===== config.mk =====
export PLATFORM = sky130hd
export DESIGN_NAME = core_sync_controller_flat
export DESIGN_NICKNAME = d
export VERILOG_FILES = /design/src/rtl/core_sync_pkg.sv /design/src/rtl/core_sync_controller_if.sv /design/src/rtl/core_sync_controller_run_timer.sv /design/src/rtl/core_sync_controller.sv /design/src/flat_wrapper.sv
export SDC_FILE = /design/constraint.sdc
export NUM_CORES = 1
export LEC_CHECK = 0
export BUFFER_PORTS_ARGS = -buffer_cell sky130_fd_sc_hd__buf_4
export CORE_ASPECT_RATIO = 0.7
export CORE_MARGIN = 1.5
export CORE_UTILIZATION = 42
export CTS_CLUSTER_SIZE = 14
export DETAILED_ROUTE_END_ITERATION = 10
export GPL_ROUTABILITY_DRIVEN = 1
export PLACE_DENSITY = 0.66
export SYNTH_ARGS = -nofsm -noshare
export SYNTH_HDL_FRONTEND = slang
export SYNTH_SLANG_ARGS = --single-unit

===== constraint.sdc =====
create_clock -name clock -period 2.7 [get_ports clock]
set_input_delay 0.27 -clock clock [delete_from_list [all_inputs] [get_ports clock]]
set_output_delay 0.27 -clock clock [all_outputs]
set_load 0.01 [all_outputs]

===== src/rtl/core_sync_pkg.sv =====
// rtl/core_sync_pkg.sv - shared state and status encodings for the core sync controller
package core_sync_pkg;

    typedef enum logic [2:0] {
        ST_IDLE,
        ST_START,
        ST_RUN,
        ST_ABORT,
        ST_DONE
    } state_t;

    localparam logic [1:0] STATUS_IDLE    = 2'b00;
    localparam logic [1:0] STATUS_GO      = 2'b01;
    localparam logic [1:0] STATUS_DONE    = 2'b10;

    localparam logic [1:0] END_CORE_NONE  = 2'b00;
    localparam logic [1:0] END_CORE_ABORT = 2'b10;

endpackage


===== src/rtl/core_sync_controller_if.sv =====
// rtl/core_sync_controller_if.sv - host/core handshake bundle for the core sync controller
interface core_sync_controller_if #(
    parameter int NUM_CORES = 4,
    parameter int CNT_W     = 32
);
    logic                 start;
    logic [NUM_CORES-1:0] core_mask;
    logic [NUM_CORES-1:0] end_process;
    logic [1:0]           status;
    logic [1:0]           end_core;
    logic                 busy;
    logic                 done;
    logic                 error;
    logic [CNT_W-1:0]     cycle_count;

    modport master (
        output start, core_mask, end_process,
        input  status, end_core, busy, done, error, cycle_count
    );

    modport slave (
        input  start, core_mask, end_process,
        output status, end_core, busy, done, error, cycle_count
    );
endinterface


===== src/rtl/core_sync_controller_run_timer.sv =====
// rtl/core_sync_controller_run_timer.sv - run timeout counter and optional cycle counter (CORE_SYNC_CYCLE_CNT_EN)
module run_timer #(
    parameter int TIMEOUT = 1000,
    parameter int CNT_W   = 32
) (
    input  logic             clock,
    input  logic             reset,
    input  logic             clear,
    input  logic             run_active,
    input  logic             count_active,
    output logic             timeout_hit,
    output logic [CNT_W-1:0] cycle_count
);
    // With TIMEOUT=0 this is all-ones; the counter just parks there and never fires.
    localparam logic [CNT_W-1:0] TMO_LAST = CNT_W'(TIMEOUT - 1);

    logic [CNT_W-1:0] tmo_q;

    // Timeout counter: counts RUN cycles only, parks at its limit.
    always_ff @(posedge clock) begin
        if (reset || clear) begin
            tmo_q <= '0;
        end else if (run_active && (tmo_q != TMO_LAST)) begin
            tmo_q <= tmo_q + 1'b1;
        end
    end

    assign timeout_hit = (TIMEOUT != 0) && run_active && (tmo_q == TMO_LAST);

`ifdef CORE_SYNC_CYCLE_CNT_EN
    logic [CNT_W-1:0] cyc_q;

    // Cycle counter: runs through START/RUN/ABORT, saturates, frozen elsewhere.
    always_ff @(posedge clock) begin
        if (reset || clear) begin
            cyc_q <= '0;
        end else if (count_active && (cyc_q != {CNT_W{1'b1}})) begin
            cyc_q <= cyc_q + 1'b1;
        end
    end

    assign cycle_count = cyc_q;
`else
    logic unused_count_active;
    assign unused_count_active = count_active;
    assign cycle_count = '0;
`endif

endmodule


===== src/rtl/core_sync_controller.sv =====
// rtl/core_sync_controller.sv - run/abort sequencer for a group of cores; optional cycle count via CORE_SYNC_CYCLE_CNT_EN
module core_sync_controller
    import core_sync_pkg::*;
#(
    parameter int NUM_CORES  = 4,
    parameter int START_HOLD = 2,
    parameter int TIMEOUT    = 1000,
    parameter int CNT_W      = 32
) (
    input  logic                   clock,
    input  logic                   reset,
    core_sync_controller_if.slave  bus
);
    localparam logic [3:0] HOLD_LAST = 4'(START_HOLD - 1);

    state_t               state;
    logic [NUM_CORES-1:0] mask_q;
    logic [NUM_CORES-1:0] seen_q;
    logic [NUM_CORES-1:0] seen_next;
    logic                 all_seen;
    logic [3:0]           hold_q;
    logic [1:0]           status_q;
    logic [1:0]           end_core_q;
    logic                 busy_q;
    logic                 done_q;
    logic                 error_q;
    logic                 start_run;
    logic                 run_active;
    logic                 count_active;
    logic                 timeout_hit;

    // Completion looks at this cycle's end flags so done follows the last flag by one edge.
    assign seen_next    = seen_q | (bus.end_process & mask_q);
    assign all_seen     = (seen_next == mask_q);
    assign start_run    = (state == ST_IDLE) && bus.start;
    assign run_active   = (state == ST_RUN);
    assign count_active = (state == ST_START) || (state == ST_RUN) || (state == ST_ABORT);

    run_timer #(
        .TIMEOUT (TIMEOUT),
        .CNT_W   (CNT_W)
    ) u_run_timer (
        .clock        (clock),
        .reset        (reset),
        .clear        (start_run),
        .run_active   (run_active),
        .count_active (count_active),
        .timeout_hit  (timeout_hit),
        .cycle_count  (bus.cycle_count)
    );

    // Run sequencer with mask tracking and registered broadcast outputs.
    always_ff @(posedge clock) begin
        if (reset) begin
            state      <= ST_IDLE;
            mask_q     <= '0;
            seen_q     <= '0;
            hold_q     <= '0;
            status_q   <= STATUS_IDLE;
            end_core_q <= END_CORE_NONE;
            busy_q     <= 1'b0;
            done_q     <= 1'b0;
            error_q    <= 1'b0;
        end else begin
            case (state)
                ST_IDLE: begin
                    if (bus.start) begin
                        state      <= ST_START;
                        mask_q     <= bus.core_mask;
                        seen_q     <= '0;
                        hold_q     <= '0;
                        status_q   <= STATUS_GO;
                        end_core_q <= END_CORE_NONE;
                        busy_q     <= 1'b1;
                        done_q     <= 1'b0;
                        error_q    <= 1'b0;
                    end
                end
                ST_START: begin
                    seen_q <= seen_next;
                    if (hold_q == HOLD_LAST) begin
                        state    <= ST_RUN;
                        status_q <= STATUS_IDLE;
                    end else begin
                        hold_q <= hold_q + 1'b1;
                    end
                end
                ST_RUN: begin
                    seen_q <= seen_next;
                    // Completion beats a coincident timeout.
                    if (all_seen) begin
                        state    <= ST_DONE;
                        status_q <= STATUS_DONE;
                        busy_q   <= 1'b0;
                        done_q   <= 1'b1;
                        error_q  <= 1'b0;
                    end else if (timeout_hit) begin
                        state      <= ST_ABORT;
                        end_core_q <= END_CORE_ABORT;
                    end
                end
                ST_ABORT: begin
                    seen_q <= seen_next;
                    // Stay here until every participating core has reached endop.
                    if (all_seen) begin
                        state      <= ST_DONE;
                        status_q   <= STATUS_DONE;
                        end_core_q <= END_CORE_NONE;
                        busy_q     <= 1'b0;
                        done_q     <= 1'b1;
                        error_q    <= 1'b1;
                    end
                end
                ST_DONE: begin
                    if (!bus.start) begin
                        state    <= ST_IDLE;
                        status_q <= STATUS_IDLE;
                        done_q   <= 1'b0;
                    end
                end
                default: begin
                    state <= ST_IDLE;
                end
            endcase
        end
    end

    assign bus.status   = status_q;
    assign bus.end_core = end_core_q;
    assign bus.busy     = busy_q;
    assign bus.done     = done_q;
    assign bus.error    = error_q;

endmodule


===== src/flat_wrapper.sv =====
// flat-port wrapper written by rule: the top's interface ports become plain ports
module core_sync_controller_flat import core_sync_pkg::*;
#(
    parameter int NUM_CORES  = 4,
    parameter int START_HOLD = 2,
    parameter int TIMEOUT    = 1000,
    parameter int CNT_W      = 32
)
  (clock, reset, bus_start, bus_core_mask, bus_end_process, bus_status, bus_end_core, bus_busy, bus_done, bus_error, bus_cycle_count);
  core_sync_controller_if #(.NUM_CORES(NUM_CORES), .CNT_W(CNT_W)) bus_i ();
  input  logic clock;
  input  logic reset;
  input wire logic [$bits(bus_i.start)-1:0] bus_start;
  input wire logic [$bits(bus_i.core_mask)-1:0] bus_core_mask;
  input wire logic [$bits(bus_i.end_process)-1:0] bus_end_process;
  output wire logic [$bits(bus_i.status)-1:0] bus_status;
  output wire logic [$bits(bus_i.end_core)-1:0] bus_end_core;
  output wire logic [$bits(bus_i.busy)-1:0] bus_busy;
  output wire logic [$bits(bus_i.done)-1:0] bus_done;
  output wire logic [$bits(bus_i.error)-1:0] bus_error;
  output wire logic [$bits(bus_i.cycle_count)-1:0] bus_cycle_count;
  assign bus_i.start = bus_start;
  assign bus_i.core_mask = bus_core_mask;
  assign bus_i.end_process = bus_end_process;
  assign bus_status = bus_i.status;
  assign bus_end_core = bus_i.end_core;
  assign bus_busy = bus_i.busy;
  assign bus_done = bus_i.done;
  assign bus_error = bus_i.error;
  assign bus_cycle_count = bus_i.cycle_count;
  core_sync_controller #(.NUM_CORES(NUM_CORES), .START_HOLD(START_HOLD), .TIMEOUT(TIMEOUT), .CNT_W(CNT_W)) u_core (.clock(clock), .reset(reset), .bus(bus_i));
endmodule

### Yosys cells after proc, flatten, opt, wreduce, memory -nomap -nowiden

Index checks and enable logic that the tools add are counted.

| operators by class | value |
|---|---|
| add/subtract/negate cells | 2 |
| multipliers | 0 |
| divide/modulo/power cells | 0 |
| magnitude comparators | 0 |
| equality and inequality tests | 18 |
| shift operators | 0 |
| muxes and demuxes | 29 |
| bitwise logic cells | 2 |
| reduce and logical (&&, ||, !) cells | 22 |

Operator list:

| cell | count |
|---|---|
| $add 32x1->32 const B | 1 |
| $eq 32x10->1 const B | 1 |
| $ne 32x10->1 const B | 1 |
| $mux 3 | 6 |
| $mux 2 | 8 |
| $pmux 4 s2 | 2 |
| $pmux 3 s5 | 1 |
| $reduce_and 5->1 | 3 |
| $ne 2x2->1 const B | 5 |
| $mux 4 | 2 |
| $ne 2x1->1 const B | 4 |
| $pmux 2 s4 | 1 |
| $reduce_and 4->1 | 2 |
| $eq 3x2->1 const B | 2 |
| $pmux 1 s3 | 2 |
| $pmux 2 s3 | 1 |
| $reduce_and 3->1 | 2 |
| $reduce_bool 2->1 | 3 |
| $reduce_bool 3->1 | 2 |
| $mux 1 | 5 |
| $add 4x1->4 const B | 1 |
| $and 4x4->4 | 1 |
| $eq 4x1->1 const B | 1 |
| $eq 4x4->1 | 1 |
| other kinds (12) | 15 |

| storage, ports and cells | value |
|---|---|
| register bits | 54 |
| bits in latches | 0 |
| bits in writable memories | 0 |
| ROM bits | 0 |
| output and inout bits | 39 |
| word-level logic and storage cells | 83 |
| memories kept | 0 |

### Logic depth before layout (Yosys ltp)

Gate-level depths: netlist (run 1).

| depth | value |
|---|---|
| depth after elaboration | 5 |
| gate-level depth with buffers | 8 |
| gate-level depth less buffers | 7 |

### Cells and area by module

A second synthesis (run 1) with hierarchy kept.

| second synthesis, totals | value |
|---|---|
| cells, all modules | 377 |
| area, all modules | 3163.0 µm² |

By module, submodules not included:

| module | times used | cells an instance | area an instance (µm²) | sequential area each (µm²) |
|---|---|---|---|---|
| run_timer | 1 | 245 | 2006.9 | 640.6 |
| core_sync_controller | 1 | 132 | 1156.1 | 420.4 |

### Least setup slack after synthesis (run 1)

Ideal clock, no wire load.

| timing | value |
|---|---|
| path kind | flip-flop to flip-flop |
| start | register u_core.u_run_timer.tmo_q[0] |
| end | register u_core.u_run_timer.tmo_q[0] |
| arrival time | 1821 ps |
| slack | 762 ps |
| cell stages (with the launch flop) | 9 |
| cells stage by stage | dfxtp_1 > ha_1 > nand3_1 > or2_2 > o31ai_2 > buf_6 > buf_6 > xor2_1 > nor2_1 |

| on the way | value |
|---|---|
| word-level cells in the longest chain between the ends | 2 |
| elaborated cells between the ends (all ways) | 3 |
| those cells by class | 1 x add/sub; 1 x eq/ne; 1 x reduce/logical |

Ends and longest elaborated chain:

| item | RTL line | text |
|---|---|---|
| start, declared | core_sync_controller_run_timer.sv:17 | `logic [CNT_W-1:0] tmo_q;` |
| start signal, assigned | core_sync_controller_run_timer.sv:24 | `tmo_q <= tmo_q + 1'b1;` |
| branches (longest 2 deep; another with $add 32x1->32) | -- |  |

Several ways; the timed one is not identified.
A chain may end at the register's enable or synchronous reset.

### Worst setup path in the final report (run 1)

| timing | value |
|---|---|
| start | register u_core.state[2] |
| end | register u_core.u_run_timer.tmo_q[20] |

| on the way | value |
|---|---|
| word-level cells in the longest chain between the ends | 3 |
| elaborated cells between the ends (all ways) | 5 |
| those cells by class | 1 x eq/ne; 4 x reduce/logical |

Ends and longest elaborated chain:

| item | RTL line | text |
|---|---|---|
| start, declared | core_sync_controller.sv:16 | `state_t state;` |
| start signal, assigned | core_sync_controller.sv:55 | `state <= ST_IDLE;` |
| start signal, assigned | core_sync_controller.sv:68 | `state <= ST_START;` |
| start signal, assigned | core_sync_controller.sv:82 | `state <= ST_RUN;` |
| $logic_not 3->1 | core_sync_controller.sv:35 | `assign start_run = (state == ST_IDLE) && bus.start;` |
| $logic_and 1x1->1 | core_sync_controller.sv:35 |  |
| $logic_or 1x1->1 | core_sync_controller_run_timer.sv:21 | `if (reset \|\| clear) begin` |

Parallel ways exist; a longest one is shown, timed or not.

==> results of run 1 <==
critical path, cell delays in order (launching register included):
cell and delay, ps:
dfxtp_1 460, or3b_4 470, nor4_4 460, o21ai_2 140, or3_1 370, a21oi_1 150
cell usage in the layout (no fill, tap or decap), types with 8 or more instances in the layout:
| cell | synthesis | routed |
|---|---|---|
| a21oi_1 | 28 | 28 |
| and3_1 | 10 | 10 |
| buf_4 | 34 | 18 |
| conb_1 | 1 | 33 |
| dfxtp_1 | 53 | 53 |
| inv_1 | 8 | 8 |
| nand2_1 | 22 | 22 |
| nand3_1 | 14 | 14 |
| nand4_1 | 9 | 9 |
| nor2_1 | 34 | 34 |
| o21ai_0 | 13 | 13 |
| or3_1 | 13 | 13 |
| xor2_1 | 12 | 12 |
registers in the layout (all words and copies together) (netlist names):
name,flops
u_core.bus.end_core,1
u_core.bus.status,2
u_core.hold_q,4
u_core.mask_q,4
u_core.bus.busy,1
u_core.bus.done,1
u_core.seen_q,4
u_core.bus.error,1
u_core.state,3
u_core.u_run_timer.tmo_q,32
layout make-up:
| class | instances | area share (%) |
|---|---|---|
| multi-input cells | 268 | 51.4 |
| flip-flops and latches | 53 | 34.9 |
| repair buffers | 19 | 5.11 |
| well taps | 91 | 3.75 |
| clock buffers | 7 | 2.84 |
| clock inverters | 1 | 0.989 |
| inverters | 8 | 0.989 |
cell families after synthesis:
kind of cell / count (synthesis)
AO/OA/AOI/OAI: 72
XOR/XNOR: 15
buffers and inverters: 53
AND/OR/NAND/NOR: 143
adder cells (fa/ha/maj): 3
flip-flops: 53
multiplexers: 2
other: 1
power by group:
part           internal, mW  switching (mW)
Sequential            0.809          0.0367
Clock                 0.303           0.259
Combinational         0.103           0.177
worst paths after layout:
check | to | slack (ps)
hold / removal | u_core.mask_q[1]$_SDFFE_PP0P_ | 200
hold reg to reg | u_core.bus.status[1]$_SDFFE_PP0P_ | 480
setup reg to reg | u_core.u_run_timer.tmo_q[20]$_SDFFE_PP0P_ | 570
setup / recovery | u_core.u_run_timer.tmo_q[20]$_SDFFE_PP0P_ | 570
routing by layer:
layer,global-route usage (%),vias to the layer above
li1,-,1198
met1,27.4,1070
met2,24.6,72
met3,2.99,12
met4,6.33,0
met5,0,-
==> results by group, run 1 <==
Global routing
  – Tot GR Track Use: 17.7%
  – Largest net degree at the start of global routing: 23
  – First-pass GRT wire length: 10.2 mm
  – Vias in the first global route: 2104
  – Congestion Overflow GR: 0
  – Antenna violations before repair: 0

Pwr
  – Design Power: approximately 1.7 mW
  – VDD IR-drop max: between 0.3 and 0.4 mV
  – Pleak: 1.10 nW
  – Pwr Density: roughly 560 nW/um^2

Floorplanning
  – Die Area: 7290 um^2
  – Core box area: roughly 6400 um^2
  – Initial Util: 44.5%
  – Die Span X: 101 um
  – Chip Height: approximately 70 um
  – Ports: 50
  – Row count: 24

Drt
  – Met3 wire len: 386 um
  – Drt initial violations: around 190
  – Top Layer Used: met4
  – Drt first pass iters: 4
  – # DRC: 0
  – Vias/cell: roughly 5.3
  – M1 WL: 3.19 mm
  – DR WL/cell: 13.6 um
  – Met2 WL: around 2.4 mm
  – Final WL: ~6.1 mm
  – DR vias: 2352
  – Final ANT Viol Nets: 0

STA
  – Fin crit period: between 2000 and 2500 ps
  – Final max-slew violation count: 0
  – Final hold vios: 0
  – RSZ-0062 raised after global routing: no
  – Crit share post-route: about 79%
  – Hold_ws: between 200 and 250 ps
  – Slew headroom: 45.9%
  – Final number of setup-violating endpoints: 0
  – Final setup margin: 574 ps
  – Skew final: 5.76 ps
  – Highest clock rate: 470 MHz
  – Setup TNS: 0 ps
  – Slew @ Worst Pin: 810 ps

Clock tree
  – Post CTS Setup Buffer Count: 0
  – Worst-path clk slew: ~90 ps
  – H-Tree Depth: 2
  – Clock Sinks: 53
  – Hold buffer count at cts: 0
  – CTS Buf Count: 5
  – Worst-Skew Late Latency: 310 ps
  – Clock Tree Buf Depth: 2
  – Post-CTS Resized: 0
  – CTS tree: built
  – CTS root buffer: clkbuf_8

Min path
  – Hold WC Path Type: input pin to flop
  – Worst hold stages: 3
  – HP Start: bus_core_mask[1]

Finish
  – Antenna cell count: 0
  – Utilization after layout: between 40% and 50%
  – # nets final: ~370
  – Area of the multi-input gates: 1560 um^2
  – Area grow syn2layout: 6.59%
  – Post-route design area: 3040 um^2
  – Layout cell share with drive strength beyond 1: between 10% and 20%
  – Non-Filler Instances: 447
  – FF+latch area: roughly 1100 um^2
  – Fillcell total: 615

Setup path
  – Critical Path Source: u_core.state[2]$_SDFFE_PP0P_
  – CP Class: flop to flop
  – Depth of the most critical reg-to-reg path: 5
  – Element type at the critical path end: flop
  – Required @ worst endpoint: 2940 ps
  – Largest fanout on the critical path: 14
  – Critical Path Source Type: flop
  – Reg-to-Reg Start: u_core.state[2]$_SDFFE_PP0P_
  – Worst EP arrival: 2360 ps

Logic synthesis
  – Synth Area in Simple Gates: 28.0%
  – Post-Synthesis Cells: roughly 340
  – Largest family of logic cells by synthesized area: simple AND/OR/NAND/NOR gates
  – Synth Area in XOR/XNOR: under 10%
  – Syn. warnings: 0
  – Mux share of post-synthesis cell area: 0.703%
  – Commonest cells post-synth: 53 x dfxtp_1, 34 x buf_4, 34 x nor2_1
  – Top cells by area, synth: dfxtp_1 37%, buf_4 9.0%, a21oi_1 4.9%
  – Synthesized area: 2850 um^2
  – Top_reg_cell synth: dfxtp_1
  – FFs w/ async S/R, synth: 0%
  – Top-count cell post-synth: dfxtp_1
  – Share of the synthesized area in the top cell type: ~37%
  – Adder-cell share of the synthesized area: 1.32%
  – EDFF count, synth: 0
  – Post-synth top area cell: dfxtp_1
  – Yosys cell types: 54
  – Synthesized flop and latch total: 53
  – Compound-gate portion of the synthesized area: 15.8%
  – Part of the Yosys area used for sequential elements: 37.2%
  – Syn Area/Cell: 8.33 um^2

Place
  – Setup WS pre-CTS: 646 ps
  – GPL Wtd Cong: 0.809
  – Placed Instance Area: 2920 um^2
  – Port-buffer cells: 16
  – DPL Wire Length: 4.34 mm
  – Dpl cells: 439

Run
  – Max-cap viol count: 0

Outcome
  – Status: finished, final reports clean
(Power assumes the default switching activity.)
==> run 2, diff against run 1 <==
Settings changed: PLACE_DENSITY 0.66 to 0.68.
Clock period 2.7 ns to 1.8 ns, I/O delays scaled along.
==> results by group, run 2 (same netlist as run 1, synthesis figures left out) <==
Outcome
  – Status: finished, final reports clean

Clock tree
  – H-Tree Depth: 2
  – Worst-Skew Late Latency: 310 ps
  – Clock Tree Buf Depth: 2
  – Clock Sinks: 53
  – Worst-path clk slew: 110 ps
  – Hold buffer count at cts: 0
  – CTS root buffer: clkbuf_8
  – CTS tree: built
  – CTS Buf Count: 5

Finish
  – FF+latch area: 1080 um^2
  – Area grow syn2layout: 28.8%
  – Non-Filler Instances: 502
  – Fillcell total: around 590
  – Largest Register: u_core.u_run_timer.tmo_q
  – Most frequent cells in the layout: 70 x buf_4, 40 x dfxtp_1, 33 x conb_1
  – Post-route design area: 3670 um^2
  – Area of the multi-input gates: 1720 um^2
  – Most common cell after layout, fill and taps aside: buf_4
  – Layout cell share with drive strength beyond 1: 30.9%
  – # nets final: 424
  – Antenna cell count: 0
  – Max reg flops: 32

Setup path
  – CP Class: flop to flop
  – Largest fanout on the critical path: 12
  – Worst-path cell chain: ha_2 -> nand3_4 -> or2_4 -> o31ai_4 -> buf_6 -> or4_1 -> a21oi_1
  – Worst EP arrival: between 2000 and 2500 ps
  – Reg-to-Reg Start: u_core.u_run_timer.tmo_q[0]$_SDFFE_PP0P_
  – Slowest stage delay, CP: 490 ps
  – Element type at the critical path end: flop
  – FF-to-FF setup slack: 30 ps
  – Required @ worst endpoint: 2040 ps
  – Depth of the most critical reg-to-reg path: 7
  – Reg-to-Reg End: u_core.u_run_timer.tmo_q[21]$_SDFFE_PP0P_
  – Critical Path Source Type: flop
  – CP max-delay cell: or4_1

Drt
  – Final WL: 6.72 mm
  – Vias/cell: 5.20
  – DR WL/cell: 13.4 um
  – Final ANT Viol Nets: 0
  – DR vias: 2612
  – # DRC: 0
  – Drt first pass iters: 4
  – Drt initial violations: 162

Pwr
  – Logic pwr share: a little under a fifth
  – Pleak: 1.44 nW
  – Pwr Density: 759 nW/um^2
  – Clk pwr share: 35.3%
  – VDD IR-drop max: approximately 0.45 mV
  – Sw frac: 27.8%
  – Flop pwr share: a little under half
  – Sw Pwr: around 0.77 mW
  – Int Power: 2.01 mW

STA
  – Skew final: 12.9 ps
  – Fin crit period: 1770 ps
  – RSZ-0062 raised after global routing: yes
  – Final setup margin: 30.5 ps
  – Final number of setup-violating endpoints: 0
  – Crit share post-route: 98.3%
  – Highest clock rate: 565 MHz
  – Final max-slew violation count: 0
  – Final hold vios: 0

Global routing
  – Congestion Overflow GR: 0
  – Largest net degree at the start of global routing: 31
  – Antenna violations before repair: 0
  – Tot GR Track Use: 19.4%
  – First-pass GRT wire length: 11.2 mm
  – Vias in the first global route: 2317

Place
  – Placed Instance Area: 3320 um^2
  – GPL Wtd Cong: 0.802
  – Setup WS pre-CTS: 3.54 ps
  – Dpl cells: 488
  – DPL Wire Length: 4.92 mm
  – Port-buffer cells: 16

Floorplanning
  – Row count: 24
  – Initial Util: 44.5%
  – Die Area: 7290 um^2
  – Core box area: 6400 um^2
  – Chip Height: 71.9 um
  – Die Span X: 101 um
  – Ports: 50

Min path
  – Hold-critical path endpoint: u_core.mask_q[3]$_SDFFE_PP0P_
  – HP Start: bus_core_mask[3]
  – Hold WC Path Type: input pin to flop
  – Worst hold stages: 3

Run
  – Max-cap viol count: 0
-- run 2: layout make-up --
type	instances	share of cell area (%)
Inverter	8	0.818
Clock buffer	5	1.88
Timing Repair Buffer	74	16.0
Sequential cell	53	29.6
Clock inverter	3	1.88
Multi-Input combinational cell	268	46.7
Tap cell	91	3.10
-- run 2: worst max path at each step --
stage,endpoint,slack [ps],from,depth (start not counted)
2_1_floorplan,u_core.u_run_timer.tmo_q[0]$_SDFFE_PP0P_,-7,u_core.u_run_timer.tmo_q[10]$_SDFFE_PP0P_,7
3_3_place_gp,u_core.u_run_timer.tmo_q[21]$_SDFFE_PP0P_,10,u_core.state[1]$_SDFFE_PP0P_,6
3_5_place_dp,u_core.u_run_timer.tmo_q[31]$_SDFFE_PP0P_,4,u_core.state[0]$_SDFFE_PP0P_,5
4_1_cts,u_core.hold_q[3]$_SDFFE_PP0P_,8,u_core.state[2]$_SDFFE_PP0P_,5
5_1_grt,u_core.u_run_timer.tmo_q[15]$_SDFFE_PP0P_,-30,u_core.u_run_timer.tmo_q[21]$_SDFFE_PP0P_,7
6_report,u_core.u_run_timer.tmo_q[21]$_SDFFE_PP0P_,30,u_core.u_run_timer.tmo_q[0]$_SDFFE_PP0P_,7
-- run 2: critical path, delay by kind of cell (launching register included) --
family,cells,cell delay (ps)
flops,1,340
buf+inv,1,160
fa+ha+maj,1,200
simple gates,3,760
compound gates,2,230
-- run 2: layer usage --
| layer | part of all wire [%] | wire length, um | GRT usage [%] | up-vias |
|---|---|---|---|---|
| met5 | 0 | 0 | 0 | - |
| met1 | 52 | 3480 | 31.3 | 1230 |
| met4 | 0.85 | 57 | 4.78 | 0 |
| met2 | 41 | 2740 | 26.1 | 70 |
| li1 | - | - | - | 1307 |
| met3 | 6.6 | 446 | 3.56 | 5 |
-- run 2: per-stage QoR --
step	power, mW	hold slack [ps]	util, %	TNS (ps)
finish	2.79	106	57.4	0
global route	2.92	94.9	57.4	-139
CTS	2.76	103	54.7	0
detailed placement	1.77	440	51.9	0
global placement	1.77	435	51.9	0
floorplan	1.65	259	-	-6.81
-- run 2: power groups by stage --
stage	sequential (mW)	clock [mW]	combinational (mW)
after floorplan	1.28	0	0.376
after global placement	1.28	0	0.484
after detailed placement	1.28	0	0.491
after CTS	1.26	0.997	0.499
after global routing	1.28	1.06	0.588
final	1.27	0.984	0.534
-- run 2: what timing repair did --
action / 4_1_cts / 5_1_grt
resized for setup: 7 / 38
setup endpoints to repair: 10 / 37
gates cloned: 0 / 1
setup buffers: 2 / 3
pin swaps: 2 / 11
==> run 3, diff against run 2 <==
Settings changed: RECOVER_POWER set to 100.
==> results by group, run 3 (same netlist as run 1, synthesis figures left out) <==
Setup path
  – Element type at the critical path end: flop
  – CP Class: flop to flop
  – Reg-to-Reg End: u_core.u_run_timer.tmo_q[21]$_SDFFE_PP0P_
  – CP endpoint: u_core.u_run_timer.tmo_q[21]$_SDFFE_PP0P_
  – Reg-to-Reg Start: u_core.u_run_timer.tmo_q[0]$_SDFFE_PP0P_
  – FF-to-FF setup slack: 30 ps
  – Critical Path Source Type: flop
  – Required @ worst endpoint: 2040 ps
  – Depth of the most critical reg-to-reg path: 7
  – Largest fanout on the critical path: 12
  – Worst EP arrival: between 2000 and 2500 ps
  – Critical Path Source: u_core.u_run_timer.tmo_q[0]$_SDFFE_PP0P_

Finish
  – Area grow syn2layout: 27.8%
  – # nets final: around 420
  – Largest Register: u_core.u_run_timer.tmo_q
  – Post-route design area: roughly 3600 um^2
  – Max reg flops: 32
  – Utilization after layout: 56.9%
  – Antenna cell count: 0
  – Non-Filler Instances: 502
  – Most common cell after layout, fill and taps aside: buf_4
  – Layout cell share with drive strength beyond 1: 29.0%
  – Most frequent cells in the layout: 62 x buf_4, 40 x dfxtp_1, 33 x conb_1

STA
  – Setup TNS: 0 ps
  – Final max-slew violation count: 0
  – Hold_ws: 104 ps
  – RSZ-0062 raised after global routing: yes
  – Final hold vios: 0
  – Skew final: 12.4 ps
  – Final number of setup-violating endpoints: 0
  – Highest clock rate: 565 MHz
  – Fin crit period: 1770 ps
  – Crit share post-route: 98.2%

Place
  – Port-buffer cells: 16
  – DPL Wire Length: 4.92 mm
  – Dpl cells: roughly 500
  – GPL Wtd Cong: 0.802
  – Placed Instance Area: approximately 3300 um^2

Pwr
  – Pwr Density: 760 nW/um^2
  – Pleak: roughly 1.4 nW
  – VDD IR-drop max: 0.453 mV

Clock tree
  – CTS tree: built
  – CTS Buf Count: 5
  – Hold buffer count at cts: 0
  – H-Tree Depth: 2
  – Worst-path clk slew: 110 ps
  – Clock Sinks: 53
  – Clock Tree Buf Depth: 2
  – CTS root buffer: clkbuf_8
  – Worst-Skew Late Latency: between 300 and 400 ps

Drt
  – Final WL: approximately 6.7 mm
  – DR vias: 2623
  – DR WL/cell: 13.4 um
  – Vias/cell: 5.23
  – # DRC: 0
  – Drt first pass iters: 4
  – Final ANT Viol Nets: 0
  – Drt initial violations: 151

Global routing
  – Tot GR Track Use: 19.4%
  – First-pass GRT wire length: ~11 mm
  – Largest net degree at the start of global routing: 31
  – Vias in the first global route: 2317
  – Antenna violations before repair: 0
  – Congestion Overflow GR: 0

Run
  – Max-cap viol count: 0

Floorplanning
  – Core box area: 6400 um^2
  – Row count: 24
  – Initial Util: 44.5%
  – Ports: 50
  – Die Area: 7290 um^2
  – Die Span X: 101 um
  – Chip Height: 71.9 um

Min path
  – Hold WC Path Type: input pin to flop

Outcome
  – Status: finished, final reports clean
==> run 3: cell types whose count changed in the layout (fill, tap and decap cells not counted) <==
cell      before  now
buf_4         70   62
clkbuf_1       0    8
==> run 3: critical path, cell delays in order, from the launching register on <==
cell and delay, ps:
dfxtp_2 340, ha_2 200, nand3_4 110, or2_4 170, o31ai_4 80, buf_6 160, or4_1 490, a21oi_1 150
==> run 3: cell type report <==
class,count,area [um^2]
fillers,598,2760
clock inverters,3,68.8
clock buffers,5,68.8
well taps,91,114
inverters,8,30.0
multi-input cells,268,1720
repair buffers,74,558
flip-flops and latches,53,1080
==> run 3: how the worst min path moves through the flow <==
stage	to	start	cells past startpoint
final	u_core.mask_q[3]$_SDFFE_PP0P_	bus_core_mask[3]	3
after global routing	u_core.mask_q[3]$_SDFFE_PP0P_	bus_core_mask[3]	3
after CTS	u_core.mask_q[3]$_SDFFE_PP0P_	bus_core_mask[3]	3
after detailed placement	u_core.mask_q[3]$_SDFFE_PP0P_	bus_core_mask[3]	3
after global placement	u_core.seen_q[0]$_SDFFE_PP0P_	bus_end_process[0]	3
after floorplan	u_core.bus.status[1]$_SDFFE_PP0P_	reset	1
==> run 3: stage by stage <==
stage                     power, mW  setup slack [ps]
final                          2.77              31.6
after global routing           2.90             -29.6
after CTS                      2.76              7.54
after detailed placement       1.77              3.54
after global placement         1.77              13.9
after floorplan                1.65             -6.81
==> run 3: per-layer routing <==
layer  track usage [%]  wire (um)
met5                 0          0
met4              4.78         34
met1              31.3       3460
met2              26.1       2790
met3              3.56        457
==> run 3: report_power, final <==
| part | internal, mW | leakage (nW) | total, mW | switching (mW) |
|---|---|---|---|---|
| clock | 0.560 | 0.0687 | 0.985 | 0.425 |
| sequential | 1.22 | 0.436 | 1.27 | 0.0501 |
| combinational | 0.215 | 0.905 | 0.514 | 0.299 |
| total | 1.99 | 1.41 | 2.77 | 0.774 |
==> run 3: timing repair <==
action                     CTS  global route
resized for setup            7            38
pin swaps                    2            11
setup buffers                2             3
setup endpoints to repair   10            37
cloned                       0             1
